[src/rtl/univ_shift_reg_pkg.sv]
// Shared definitions for the universal shift register and its control decoders.
// The MODE encodings live here so every consumer agrees on the same 3-bit codes.
package univ_shift_reg_pkg;

  typedef logic [2:0] mode_t;

  localparam mode_t MODE_HOLD = 3'b000;
  localparam mode_t MODE_SHL  = 3'b001;
  localparam mode_t MODE_SHR  = 3'b010;
  localparam mode_t MODE_LOAD = 3'b011;
  localparam mode_t MODE_ROL  = 3'b100;
  localparam mode_t MODE_ROR  = 3'b101;
  localparam mode_t MODE_CLR  = 3'b110;
  localparam mode_t MODE_SET  = 3'b111;

endpackage

[src/rtl/shift_reg_cell.sv]
// One bit of the universal register: an async-reset flop to a per-bit reset
// value, fed by an 8:1 next-state mux over hold, lower neighbour, upper
// neighbour, parallel data, constant 0 and constant 1.
module shift_reg_cell
  import univ_shift_reg_pkg::*;
#(
  parameter logic RESET_BIT = 1'b0
) (
  input  logic  clk_i,
  input  logic  rst_i,
  input  logic  en_i,
  input  mode_t mode_i,
  input  logic  lo_i,   // bit below this one (or SIL / wrap bit at bit 0)
  input  logic  hi_i,   // bit above this one (or SIR / wrap bit at the MSB)
  input  logic  d_i,
  output logic  q_o
);

  logic q_q;
  logic q_d;

  // Next-state select: EN low holds regardless of MODE; unknown MODE yields X.
  always_comb begin
    q_d = q_q;
    if (en_i) begin
      case (mode_i)
        MODE_HOLD: q_d = q_q;
        MODE_SHL:  q_d = lo_i;
        MODE_SHR:  q_d = hi_i;
        MODE_LOAD: q_d = d_i;
        MODE_ROL:  q_d = lo_i;
        MODE_ROR:  q_d = hi_i;
        MODE_CLR:  q_d = 1'b0;
        MODE_SET:  q_d = 1'b1;
        default:   q_d = 1'bx;
      endcase
    end
  end

  // State flop: reset forces the per-bit reset value without needing a clock.
  always_ff @(posedge clk_i or posedge rst_i) begin
    if (rst_i) begin
      q_q <= RESET_BIT;
    end else begin
      q_q <= q_d;
    end
  end

  assign q_o = q_q;

endmodule

[src/rtl/univ_shift_reg.sv]
// Universal WIDTH-bit register: load, clear, preset, shift and rotate on one
// clock, with an asynchronous active-high reset to RESET_VAL. Built from one
// shift_reg_cell per bit; only the two end bits need mode-dependent inputs
// (serial-in for shifts, the opposite end bit for rotates).
module univ_shift_reg
  import univ_shift_reg_pkg::*;
#(
  parameter int               WIDTH     = 8,
  parameter logic [WIDTH-1:0] RESET_VAL = '0
) (
  input  logic             CLK,
  input  logic             RST,
  input  logic             EN,
  input  mode_t            MODE,
  input  logic [WIDTH-1:0] D,
  input  logic             SIL,
  input  logic             SIR,
  output logic [WIDTH-1:0] Q,
  output logic [WIDTH-1:0] QN,
  output logic             SOL,
  output logic             SOR,
  output logic             ZERO
);

  logic [WIDTH-1:0] q_q;
  logic [WIDTH-1:0] lo_nbr;
  logic [WIDTH-1:0] hi_nbr;
  logic             lsb_in;
  logic             msb_in;

  // End-bit feed: rotates wrap the opposite end bit, shifts take serial input.
  always_comb begin
    lsb_in = SIL;
    msb_in = SIR;
    if (MODE == MODE_ROL) begin
      lsb_in = q_q[WIDTH-1];
    end
    if (MODE == MODE_ROR) begin
      msb_in = q_q[0];
    end
  end

  // Each bit sees its lower neighbour (left moves) and upper neighbour (right moves).
  assign lo_nbr = {q_q[WIDTH-2:0], lsb_in};
  assign hi_nbr = {msb_in, q_q[WIDTH-1:1]};

  for (genvar i = 0; i < WIDTH; i++) begin : g_bit
    shift_reg_cell #(
      .RESET_BIT (RESET_VAL[i])
    ) u_cell (
      .clk_i  (CLK),
      .rst_i  (RST),
      .en_i   (EN),
      .mode_i (MODE),
      .lo_i   (lo_nbr[i]),
      .hi_i   (hi_nbr[i]),
      .d_i    (D[i]),
      .q_o    (q_q[i])
    );
  end

  // Outputs derive only from the registered bits, so they cannot glitch on input changes.
  assign Q    = q_q;
  assign QN   = ~q_q;
  assign SOL  = q_q[WIDTH-1];
  assign SOR  = q_q[0];
  assign ZERO = (q_q == '0);

endmodule

[config.mk]
export PLATFORM = sky130hd
export DESIGN_NAME = univ_shift_reg
export DESIGN_NICKNAME = d
export VERILOG_FILES = /design/src/rtl/univ_shift_reg_pkg.sv /design/src/rtl/shift_reg_cell.sv /design/src/rtl/univ_shift_reg.sv
export SDC_FILE = /design/constraint.sdc
export NUM_CORES = 1
export LEC_CHECK = 0
export BUFFER_PORTS_ARGS = -buffer_cell sky130_fd_sc_hd__buf_2
export CORE_ASPECT_RATIO = 0.9
export CORE_MARGIN = 4
export CORE_UTILIZATION = 30
export DETAILED_ROUTE_END_ITERATION = 12
export PLACE_DENSITY = 0.66
export SLEW_MARGIN = 40
export SYNTH_ARGS = -nofsm -noshare
export SYNTH_HDL_FRONTEND = slang
export SYNTH_SLANG_ARGS = --single-unit
[constraint.sdc]
create_clock -name CLK -period 2.55 [get_ports CLK]
set_clock_uncertainty 0.05 [all_clocks]
set_input_delay 0.51 -clock CLK [delete_from_list [all_inputs] [get_ports CLK]]
set_output_delay 0.51 -clock CLK [all_outputs]
set_load 0.05 [all_outputs]
Yosys cells after proc, flatten, opt, wreduce, memory -nomap -nowiden

Cells that the tools add are included.

Logic and storage cells: 32
Input port bits: 16
Output and inout bits: 19
Register bits: 8

Bitwise logic cells: 2
Reduce and logical (&&, ||, !) cells: 5
Muxes and demuxes: 10
Eq/ne operators: 7

Operators by type and width:

| operator           | number |
|---|---|
| $pmux 1 s5         | 8 |
| $eq 3x3->1 const B | 4 |
| $logic_not 8->1    | 1 |
| $not 8->8          | 1 |
| $eq 3x2->1 const B | 2 |
| $reduce_or 2->1    | 2 |
| $eq 3x1->1 const B | 1 |
| $logic_not 3->1    | 1 |
| $mux 1             | 2 |
| $reduce_and 2->1   | 1 |
| $not 1->1          | 1 |

Logic depth before layout (Yosys ltp)

Gate-level depths: netlist of run 1.

Depth after elaboration: 3
Depth in mapped cells: 6
Mapped depth without buffers: 4

Hierarchy

Synthesis of run 1 repeated with hierarchy kept, for this count alone.

Cells, all modules: 113
Area, all modules: 852.1 sq um

By module, submodules not included:

| module         | area each (sq um) | seq. area each (sq um) | cells an instance | times used |
|---|---|---|---|---|
| shift_reg_cell | 93.8              | 25.0                   | 12                | 8 |
| univ_shift_reg | 101.3             | 0.0                    | 17                | 1 |

Worst setup path after synthesis of run 1

Ideal clock, no wire load.

Kind: register to output
From: register g_bit[7].u_cell.q_q
To: output ZERO
Stages on the path, launching flop included: 4
Arrival time: 1.825 ns
Buffers on the path: 0
Path slack: 0.165 ns
Data required time: 1.990 ns
Cells stage by stage: dfrtp_1 inv_1 nand4_1 nor2_1

Word-level cells in the longest chain between the ends: 1

Ends and longest elaborated chain:

| what                   | line                 | text |
|---|---|---|
| from (decl)            | shift_reg_cell.sv:19 | `logic q_q;` |
| from (signal assigned) | shift_reg_cell.sv:45 | `q_q <= q_d;` |
| $logic_not 8->1        | univ_shift_reg.sv:67 | `assign ZERO = (q_q == '0);` |
| to (decl)              | univ_shift_reg.sv:22 | `output logic ZERO` |

No other way between the ends.

Final worst setup path of run 1

From: register g_bit[2].u_cell.q_q
To: output ZERO

Word-level cells in the longest chain between the ends: 1

Ends and longest elaborated chain:

| what                   | line |
|---|---|
| from (decl)            | shift_reg_cell.sv:19 |
| from (signal assigned) | shift_reg_cell.sv:45 |
| $logic_not 8->1        | univ_shift_reg.sv:67 |

No other way between the ends.

==> flow_metrics.py, run 1 <==
metrics = {
    "run_status": {
        "status": "finished clean",
    },
    "grt": {
        "grt_max_degree": 25,
        "gr-total-overflow": 0,
        "grt_pass1_wl_mm": 3.33,
        "grt_pass1_vias": 712,
        "antenna_found_initial": 0,
        "grt_usage": 0.114,
    },
    "clock_tree": {
        "numCtsBuffers": 3,
        "cts.repair.resized": 0,
        "cts.sinks": 8,
        "postCtsSetupRepairBufs": 0,
        "cts_root_buf": "clkbuf_4",
        "clock_latency_ps": 250,
        "htreeDepth": 1,
        "cts_hold_buf": 0,
        "clkTransAtPathRegs_ps": 50,
        "cts_max_path_buffers": 2,
        "tritoncts": "built",
    },
    "finish": {
        "n_fill_cell": 269,
        "final_cells": 155,
        "layout_commonest_cell": "buf_2",
        "final_nets": 145,
        "post-route-util": 0.364,
        "syn_to_final_growth_pct": 12.2,
        "layout_common_cells": "buf_2 (34), inv_1 (10), o21ai_0 (10), nand2_1 (10), dfrtp_1 (8)",
        "drive_gt1_frac": 0.323,
        "antenna_cells": 0,
        "largest_reg_flops": 8,
        "stdcell_area_um2": 922,
    },
    "placed_design": {
        "dpl.cell_count": 152,
        "hpwl_mm": 1.69,
        "gp_congestion": 0.784,
        "io_buffers": 34,
        "placed_cell_area_um2": 900,
    },
    "setup_path": {
        "crit_start": "g_bit[2].u_cell.q_o$_DFFE_PP0P_",
        "crit_fanout": 6,
        "reg2reg_depth": 4,
        "cp_slowest_cell": "dfrtp_1",
        "startpoint_type": "flip-flop",
        "endpoint": "ZERO",
        "rr_startpoint": "g_bit[6].u_cell.q_o$_DFFE_PP0P_",
        "crit_arrival_ps": 1280,
        "slowest_delay_ps": 430,
        "endpoint_kind": "primary output",
        "critPathKind": "flip-flop to primary output",
        "cp_cell_sequence": "inv_1, nand4_1, nor2_1, buf_2",
        "r2r_end": "g_bit[5].u_cell.q_o$_DFFE_PP0P_",
        "regToRegSetupSlack_ps": 1240,
        "crit_required_ps": 1990,
    },
    "timing": {
        "finalMaxSlewViolations": 0,
        "fmax_mhz": 543,
        "period_share": 0.722,
        "setup_tns_ps": 0,
        "rsz0062_at_grt": "false",
        "setup_viol": 0,
        "slew_headroom": 0.596,
        "finalHoldViolCount": 0,
        "holdWs_ps": 143,
        "worstMarginPinSlew_ps": 602,
        "period_minus_slack_ps": 1840,
    },
    "die": {
        "rows": 17,
        "die_width_um": 63.2,
        "io-pin-count": 35,
        "start_util": 0.325,
        "core_area_um2": 2530,
        "die_h_um": 57.7,
        "die_area_um2": 3640,
    },
    "detailed_routing": {
        "drtIter0Drc": 29,
        "dr.pass1.iters": 4,
        "ant_nets": 0,
        "routed_wl_mm": 2.18,
        "vias_per_cell": 5.25,
        "route.detailed.drc": 0,
        "post_drt_wl_per_cell_um": 14.1,
        "num_vias": 813,
    },
    "synth": {
        "synthFlopType": "dfrtp_1",
        "ys_seq_area_frac": 0.244,
        "syn_area_um2": 822,
        "synth_edf_count": 0,
        "syn_avg_cell_area_um2": 7.76,
        "synthesis.instances": 106,
        "yosysTopAreaCellShare": 0.244,
        "synth_cell_types": 31,
        "synth_top_cell_by_area": "dfrtp_1",
        "syn_nets": 122,
        "async_flop_share": 1.00,
        "synth-seq-cells": 8,
        "synth_warnings": 0,
        "synth_area_leaders": "dfrtp_1 (24%), buf_4 (9.1%), o21ai_0 (6.1%)",
    },
    "power": {
        "powerDensity_nw_per_um2": 694,
        "swShare": 0.542,
        "vdd_drop_max_uv": 172,
        "seq_power_share": 0.288,
        "p_int_mw": 0.293,
        "p_leak_nw": 0.442,
        "comb_power_share": 0.567,
        "p_sw_mw": 0.347,
        "clock_power_share": 0.146,
    },
    "worst_hold_path": {
        "worst_hold_path_type": "input pin to asynchronous set/reset pin",
    },
    "flow_run": {
        "drv_cap": 0,
    },
}
logic make-up (layout without fill, tap and decap cells):
logic type,count (synthesis),in the layout,synth area share
AO/OA/AOI/OAI,29,29,0.244
XOR/XNOR,1,1,0.0107
buffers and inverters,26,47,0.201
flip-flops,8,8,0.244
multiplexers,5,5,0.0776
AND/OR/NAND/NOR,37,37,0.224
cells in the mapped netlist, types with 4 or more instances:
cell type and number:
buf_6 4, inv_1 10, o21ai_0 10, buf_4 10, nand3_1 5, nand2b_1 4
a32o_1 4, nand2_1 10, dfrtp_1 8, nor2_1 7
worst min-delay path by stage:
stage,to,slack [ps],cells past startpoint
finish,g_bit[4].u_cell.q_o$_DFFE_PP0P_,140,2
global route,g_bit[4].u_cell.q_o$_DFFE_PP0P_,160,2
CTS,g_bit[1].u_cell.q_o$_DFFE_PP0P_,150,2
detailed placement,g_bit[1].u_cell.q_o$_DFFE_PP0P_,420,2
global placement,g_bit[6].u_cell.q_o$_DFFE_PP0P_,410,2
floorplan,g_bit[0].u_cell.q_o$_DFFE_PP0P_,280,1
layout make-up:
cell class              count  area, um^2  area share
repair buffers             34         170       0.185
clock buffers               3        22.5      0.0244
multi-input cells          72         457       0.495
inverters                  10        37.5      0.0407
flip-flops and latches      8         200       0.217
well taps                  28        35.0      0.0380
worst max-delay path, delay by kind of cell, from the launching register on:
family	cells	cell delay, ps
buf+inv	2	400
simple gates	2	200
flops	1	430
per-stage QoR:
| stage | power [mW] | setup WS (ps) |
|---|---|---|
| after floorplan | 0.497 | 165 |
| after global placement | 0.544 | 793 |
| after detailed placement | 0.548 | 715 |
| after CTS | 0.644 | 700 |
| after global routing | 0.679 | 619 |
| final | 0.640 | 709 |
metal layers:
layer  vias to the layer above  wire length [um]  GRT usage
met5                         -                 0          0
met4                         0                18     0.0185
met3                         2               187     0.0426
met2                        41              1030      0.195
met1                       366               943      0.140
li1                        404                 -          -
power groups by stage:
stage                     logic (mW)  registers, mW  clock network [mW]
after floorplan                0.305          0.192                   0
final                          0.363          0.184              0.0931
after detailed placement       0.363          0.186                   0
after global placement         0.359          0.185                   0
after global routing           0.384          0.188               0.107
after CTS                      0.363          0.184              0.0972
No activity file was read; power rests on OpenSTA's default activity.
==> run 2, diff against run 1 <==
--- a/config.mk
+++ b/config.mk
@@ -5,12 +5,13 @@
 export SDC_FILE = /design/constraint.sdc
 export NUM_CORES = 1
 export LEC_CHECK = 0
+export ABC_AREA = 1
 export BUFFER_PORTS_ARGS = -buffer_cell sky130_fd_sc_hd__buf_2
 export CORE_ASPECT_RATIO = 0.9
 export CORE_MARGIN = 4
 export CORE_UTILIZATION = 30
 export DETAILED_ROUTE_END_ITERATION = 12
-export PLACE_DENSITY = 0.66
+export PLACE_DENSITY = 0.67
 export SLEW_MARGIN = 40
 export SYNTH_ARGS = -nofsm -noshare
 export SYNTH_HDL_FRONTEND = slang
==> constraint.sdc (replaced) <==
create_clock -name CLK -period 1.7 [get_ports CLK]
set_clock_uncertainty 0.05 [all_clocks]
set_input_delay 0.34 -clock CLK [delete_from_list [all_inputs] [get_ports CLK]]
set_output_delay 0.34 -clock CLK [all_outputs]
set_load 0.05 [all_outputs]
==> flow_metrics.py, run 2 <==
metrics = {
    "finish": {
        "stdcell_area_um2": 966,
        "antenna_cells": 0,
        "layout_commonest_cell": "nand2_1",
        "final_cells": 179,
        "layout_common_cells": "nand2_1 (39), buf_2 (33), nor2_1 (18)",
        "final_nets": 169,
        "syn_to_final_growth_pct": 36.2,
        "drive_gt1_frac": 0.401,
        "n_fill_cell": 248,
        "largest_reg_flops": 8,
    },
    "setup_path": {
        "startpoint_type": "flip-flop",
        "crit_fanout": 2,
        "critPathKind": "flip-flop to primary output",
        "endpoint_kind": "primary output",
        "crit_required_ps": 1310,
        "crit_arrival_ps": 1290,
    },
    "clock_tree": {
        "cts_max_path_buffers": 2,
        "htreeDepth": 1,
        "numCtsBuffers": 3,
        "tritoncts": "built",
        "cts.sinks": 8,
        "clkTransAtPathRegs_ps": 60,
        "cts_root_buf": "clkbuf_4",
        "clock_latency_ps": 260,
    },
    "grt": {
        "grt_max_degree": 17,
        "grt_pass1_wl_mm": 3.07,
        "grt_pass1_vias": 697,
        "gr-total-overflow": 0,
        "antenna_found_initial": 0,
        "grt_usage": 0.130,
    },
    "power": {
        "powerDensity_nw_per_um2": 1040,
        "vdd_drop_max_uv": 452,
        "p_leak_nw": 0.531,
    },
    "detailed_routing": {
        "dr.pass1.iters": 4,
        "routed_wl_mm": 2.00,
        "drtIter0Drc": 20,
        "ant_nets": 0,
        "post_drt_wl_per_cell_um": 11.2,
        "route.detailed.drc": 0,
        "num_vias": 838,
        "vias_per_cell": 4.68,
    },
    "synth": {
        "syn_area_um2": 709,
        "syn_avg_cell_area_um2": 6.22,
        "ys_seq_area_frac": 0.282,
        "synth_top_cell_by_area": "dfrtp_1",
        "synthesis.instances": 114,
        "synthFlopType": "dfrtp_1",
        "synth_edf_count": 0,
        "synth_warnings": 0,
        "synth_most_common_cell": "nand2_1",
        "synth_area_leaders": "dfrtp_1 (28%), nand2_1 (21%), nor2_1 (9.5%)",
        "yosysTopAreaCellShare": 0.282,
        "syn_nets": 130,
        "ys_top_cells_by_count": "nand2_1 (39), nor2_1 (18), nand3_1 (12)",
        "synth-seq-cells": 8,
        "async_flop_share": 1.00,
        "synth_cell_types": 19,
    },
    "placed_design": {
        "dpl.cell_count": 166,
        "hpwl_mm": 1.52,
        "io_buffers": 34,
        "placed_cell_area_um2": 863,
        "gp_congestion": 0.856,
    },
    "die": {
        "core_area_um2": 2220,
        "die_width_um": 59.3,
        "rows": 16,
        "io-pin-count": 35,
        "die_h_um": 54.1,
        "die_area_um2": 3210,
        "start_util": 0.319,
    },
    "run_status": {
        "status": "finished clean",
    },
    "timing": {
        "period_share": 0.988,
        "finalMaxSlewViolations": 0,
        "slew_headroom": 0.788,
        "worstMarginPinSlew_ps": 318,
        "rsz0062_at_grt": "true",
        "period_minus_slack_ps": 1680,
        "finalHoldViolCount": 0,
        "setup_viol": 0,
        "fmax_mhz": 595,
    },
    "flow_run": {
        "drv_cap": 0,
    },
    "worst_hold_path": {
        "worst_hold_path_type": "input pin to flip-flop",
    },
}
## run 2: through the flow
stage / util / setup WS, ps / setup TNS, ps / total power, mW / hold slack, ps
finish: 0.435 / 20.5 / 0 / 1.00 / 348
global route: 0.435 / -52.2 / -52.2 / 1.06 / 354
CTS: 0.411 / 22.7 / 0 / 0.967 / 349
detailed placement: 0.389 / 175 / 0 / 0.792 / 261
global placement: 0.389 / 206 / 0 / 0.787 / 255
floorplan: - / -140 / -140 / 0.706 / 106
## run 2: cells by family after synthesis
| kind of cell | share of synthesized area |
|---|---|
| DFF | 0.282 |
| AOI/OAI and AO/OA | 0.0406 |
| buffers and inverters | 0.168 |
| and+or+nand+nor | 0.510 |
## run 2: path summary, 6_finish.rpt
path | start | end | slack, ps | cells after the start
worst min register to register | g_bit[5].u_cell.q_o$_DFFE_PP0P_ | g_bit[5].u_cell.q_o$_DFFE_PP0P_ | 540 | 2
worst max-delay path | g_bit[7].u_cell.q_o$_DFFE_PP0P_ | ZERO | 20 | 4
worst min-delay path | D[0] | g_bit[0].u_cell.q_o$_DFFE_PP0P_ | 350 | 5
worst max register to register | g_bit[7].u_cell.q_o$_DFFE_PP0P_ | g_bit[0].u_cell.q_o$_DFFE_PP0P_ | 630 | 5
max in group asynchronous | RST | g_bit[0].u_cell.q_o$_DFFE_PP0P_ | 810 | 3
min in group asynchronous | RST | g_bit[5].u_cell.q_o$_DFFE_PP0P_ | 530 | 3
## run 2: report_power, final
| group | total (mW) | switching (mW) | internal [mW] | leakage, nW |
|---|---|---|---|---|
| clock | 0.163 | 0.0728 | 0.0903 | 0.0150 |
| combinational | 0.569 | 0.415 | 0.153 | 0.420 |
| sequential | 0.269 | 0.0453 | 0.223 | 0.0968 |
| total | 1.00 | 0.534 | 0.467 | 0.531 |
## run 2: what timing repair did
item,in CTS,in global routing
pin swaps,2,2
buffers inserted,1,7
setup endpoints to repair,1,1
hold buffers,1,0
resized for setup,2,2
endpoints found under the hold margin,8,0
## run 2: cell type report
| cell class | instances | area [um^2] | area share |
|---|---|---|---|
| inverters | 12 | 55.1 | 0.0570 |
| flip-flops and latches | 8 | 203 | 0.210 |
| multi-input cells | 85 | 402 | 0.416 |
| repair buffers | 43 | 246 | 0.255 |
| well taps | 27 | 33.8 | 0.0350 |
| clock buffers | 4 | 26.3 | 0.0272 |
## run 2: critical path, stage by stage, from the launching register on
cell	delay, ps
dfrtp_2	420
clkinvlp_4	70
nand4_1	150
nor3_4	200
buf_6	180
## run 2: metal layers
| metal | routed length (um) | vias to the layer above | track usage | share of wire |
|---|---|---|---|---|
| met1 | 845 | 368 | 0.167 | 0.42 |
| met3 | 216 | 4 | 0.0624 | 0.11 |
| met2 | 905 | 38 | 0.189 | 0.45 |
| li1 | - | 428 | - | - |
| met4 | 32 | 0 | 0.0453 | 0.016 |
| met5 | 0 | - | 0 | 0 |
==> run 3, diff against run 2 <==
--- a/config.mk
+++ b/config.mk
@@ -5,13 +5,14 @@
 export SDC_FILE = /design/constraint.sdc
 export NUM_CORES = 1
 export LEC_CHECK = 0
-export ABC_AREA = 1
+export ABC_AREA = 0
 export BUFFER_PORTS_ARGS = -buffer_cell sky130_fd_sc_hd__buf_2
+export CAP_MARGIN = 20
 export CORE_ASPECT_RATIO = 0.9
 export CORE_MARGIN = 4
 export CORE_UTILIZATION = 30
 export DETAILED_ROUTE_END_ITERATION = 12
-export PLACE_DENSITY = 0.67
+export PLACE_DENSITY = 0.66
 export SLEW_MARGIN = 40
 export SYNTH_ARGS = -nofsm -noshare
 export SYNTH_HDL_FRONTEND = slang
==> flow_metrics.py, run 3 (synthesis gave the netlist of run 1 again) <==
metrics = {
    "run_status": {
        "status": "finished clean",
    },
    "setup_path": {
        "crit_required_ps": 1310,
        "critPathTopFamily": "flip-flops",
        "cp_slowest_cell": "dfrtp_1",
        "startpoint_type": "flip-flop",
        "slowest_delay_ps": 430,
        "crit_arrival_ps": 1250,
        "critPathKind": "flip-flop to primary output",
        "crit_fanout": 6,
        "endpoint_kind": "primary output",
        "path_buf_inv": 2,
        "cp_cell_sequence": "inv_2, nand4_1, nor2_4, buf_6",
    },
    "detailed_routing": {
        "dr.pass1.iters": 4,
        "vias_per_cell": 5.18,
        "drtIter0Drc": 22,
        "num_vias": 834,
        "route.detailed.drc": 0,
        "routed_wl_mm": 2.13,
        "post_drt_wl_per_cell_um": 13.3,
        "ant_nets": 0,
    },
    "flow_run": {
        "drv_cap": 0,
    },
    "power": {
        "clock_power_share": 0.150,
        "p_leak_nw": 0.459,
        "comb_power_share": 0.573,
        "powerDensity_nw_per_um2": 1000,
        "swShare": 0.537,
        "p_int_mw": 0.461,
        "seq_power_share": 0.277,
        "vdd_drop_max_uv": 500,
        "p_sw_mw": 0.534,
    },
    "clock_tree": {
        "clkTransAtPathRegs_ps": 60,
        "tritoncts": "built",
        "cts_root_buf": "clkbuf_4",
        "cts.sinks": 8,
        "postCtsSetupRepairBufs": 0,
        "clock_latency_ps": 260,
        "cts_max_path_buffers": 2,
        "numCtsBuffers": 3,
        "htreeDepth": 1,
    },
    "grt": {
        "grt_max_degree": 25,
        "grt_pass1_vias": 741,
        "grt_usage": 0.118,
        "grt_pass1_wl_mm": 3.41,
        "gr-total-overflow": 0,
        "antenna_found_initial": 0,
    },
    "finish": {
        "syn_to_final_growth_pct": 21.0,
        "n_fill_cell": 261,
        "final_nets": 151,
        "largest_reg_flops": 8,
        "antenna_cells": 0,
        "layout_common_cells": "buf_2 (33), o21ai_0 (10), nand2_1 (10)",
        "layout_commonest_cell": "buf_2",
        "post-route-util": 0.393,
        "drive_gt1_frac": 0.398,
    },
    "placed_design": {
        "hpwl_mm": 1.70,
        "gp_congestion": 0.816,
        "io_buffers": 34,
    },
    "timing": {
        "finalMaxSlewViolations": 0,
        "setup_viol": 0,
        "period_share": 0.964,
        "holdWs_ps": 336,
        "fmax_mhz": 610,
        "setup_tns_ps": 0,
        "period_minus_slack_ps": 1640,
        "slew_headroom": 0.723,
        "finalHoldViolCount": 0,
        "worstMarginPinSlew_ps": 415,
        "rsz0062_at_grt": "false",
    },
    "die": {
        "die_h_um": 57.7,
        "die_width_um": 63.2,
        "die_area_um2": 3640,
        "core_area_um2": 2530,
        "rows": 17,
        "start_util": 0.325,
        "io-pin-count": 35,
    },
    "worst_hold_path": {
        "worst_hold_path_type": "input pin to flip-flop",
    },
}
==> run 3: changes by cell type in the layout (fill, tap and decap cells not counted), sizes merged, moves of 3 or more <==
| cell | previous run | this run |
|---|---|---|
| nand2 | 43 | 10 |
| nor2 | 18 | 7 |
| nand3 | 14 | 5 |
| o21ai | 4 | 10 |
| a32o | 0 | 4 |
| mux2i | 0 | 4 |
| nand2b | 0 | 4 |
| nor2b | 0 | 4 |
| o31ai | 0 | 4 |
| buf | 42 | 39 |
| o22ai | 0 | 3 |
==> run 3: worst reg2reg max path, cell delays in order (launching register included) <==
cell	delay, ps
dfrtp_1	370
buf_4	150
nand2b_1	150
o22ai_1	140
a32oi_1	90
a32o_1	280
==> run 3: final cells by class <==
cell class / count / area (um^2) / area share
multi-input cells: 72 / 464 / 0.467
repair buffers: 40 / 224 / 0.225
flip-flops and latches: 8 / 204 / 0.205
inverters: 10 / 45.0 / 0.0453
well taps: 28 / 35.0 / 0.0352
clock buffers: 3 / 22.5 / 0.0226
==> run 3: metrics by stage <==
stage	area, um^2	total power, mW	instances	worst slack, ps
floorplan	840	0.758	106	18.2
global placement	955	0.842	157	158
detailed placement	955	0.847	157	119
CTS	990	1.00	161	1.15
global route	995	1.06	161	10.4
finish	995	0.995	161	61.8
==> run 3: routing by layer <==
metal / up-vias / GRT usage / routed length, um
met5: - / 0 / 0
met4: 0 / 0.0277 / 17
met3: 3 / 0.0407 / 150
met2: 29 / 0.194 / 978
met1: 381 / 0.150 / 987
li1: 421 / - / -
==> run 3: power by group through the flow <==
stage	clock network, mW	logic, mW	registers (mW)
6_report	0.149	0.571	0.276
5_1_grt	0.169	0.604	0.282
4_1_cts	0.154	0.572	0.274
3_5_place_dp	0	0.569	0.278
3_3_place_gp	0	0.565	0.276
2_1_floorplan	0	0.465	0.293
==> run 3: path summary, 6_finish.rpt <==
check	start	endpoint	slack, ps	cells after the start
min in group asynchronous	RST	g_bit[6].u_cell.q_o$_DFFE_PP0P_	520	3
max in group asynchronous	RST	g_bit[0].u_cell.q_o$_DFFE_PP0P_	820	3
hold / removal	D[4]	g_bit[4].u_cell.q_o$_DFFE_PP0P_	340	3
setup / recovery	g_bit[2].u_cell.q_o$_DFFE_PP0P_	ZERO	60	4
setup reg to reg	g_bit[6].u_cell.q_o$_DFFE_PP0P_	g_bit[5].u_cell.q_o$_DFFE_PP0P_	350	5
hold reg to reg	g_bit[5].u_cell.q_o$_DFFE_PP0P_	g_bit[5].u_cell.q_o$_DFFE_PP0P_	530	1
==> run 3: what timing repair did <==
action | 4_1_cts | 5_1_grt
endpoints found under the hold margin | 8 | 0
cloned | 0 | 0
hold buffers | 1 | 0
setup endpoints to repair | 1 | 1
gates resized for setup | 1 | 3
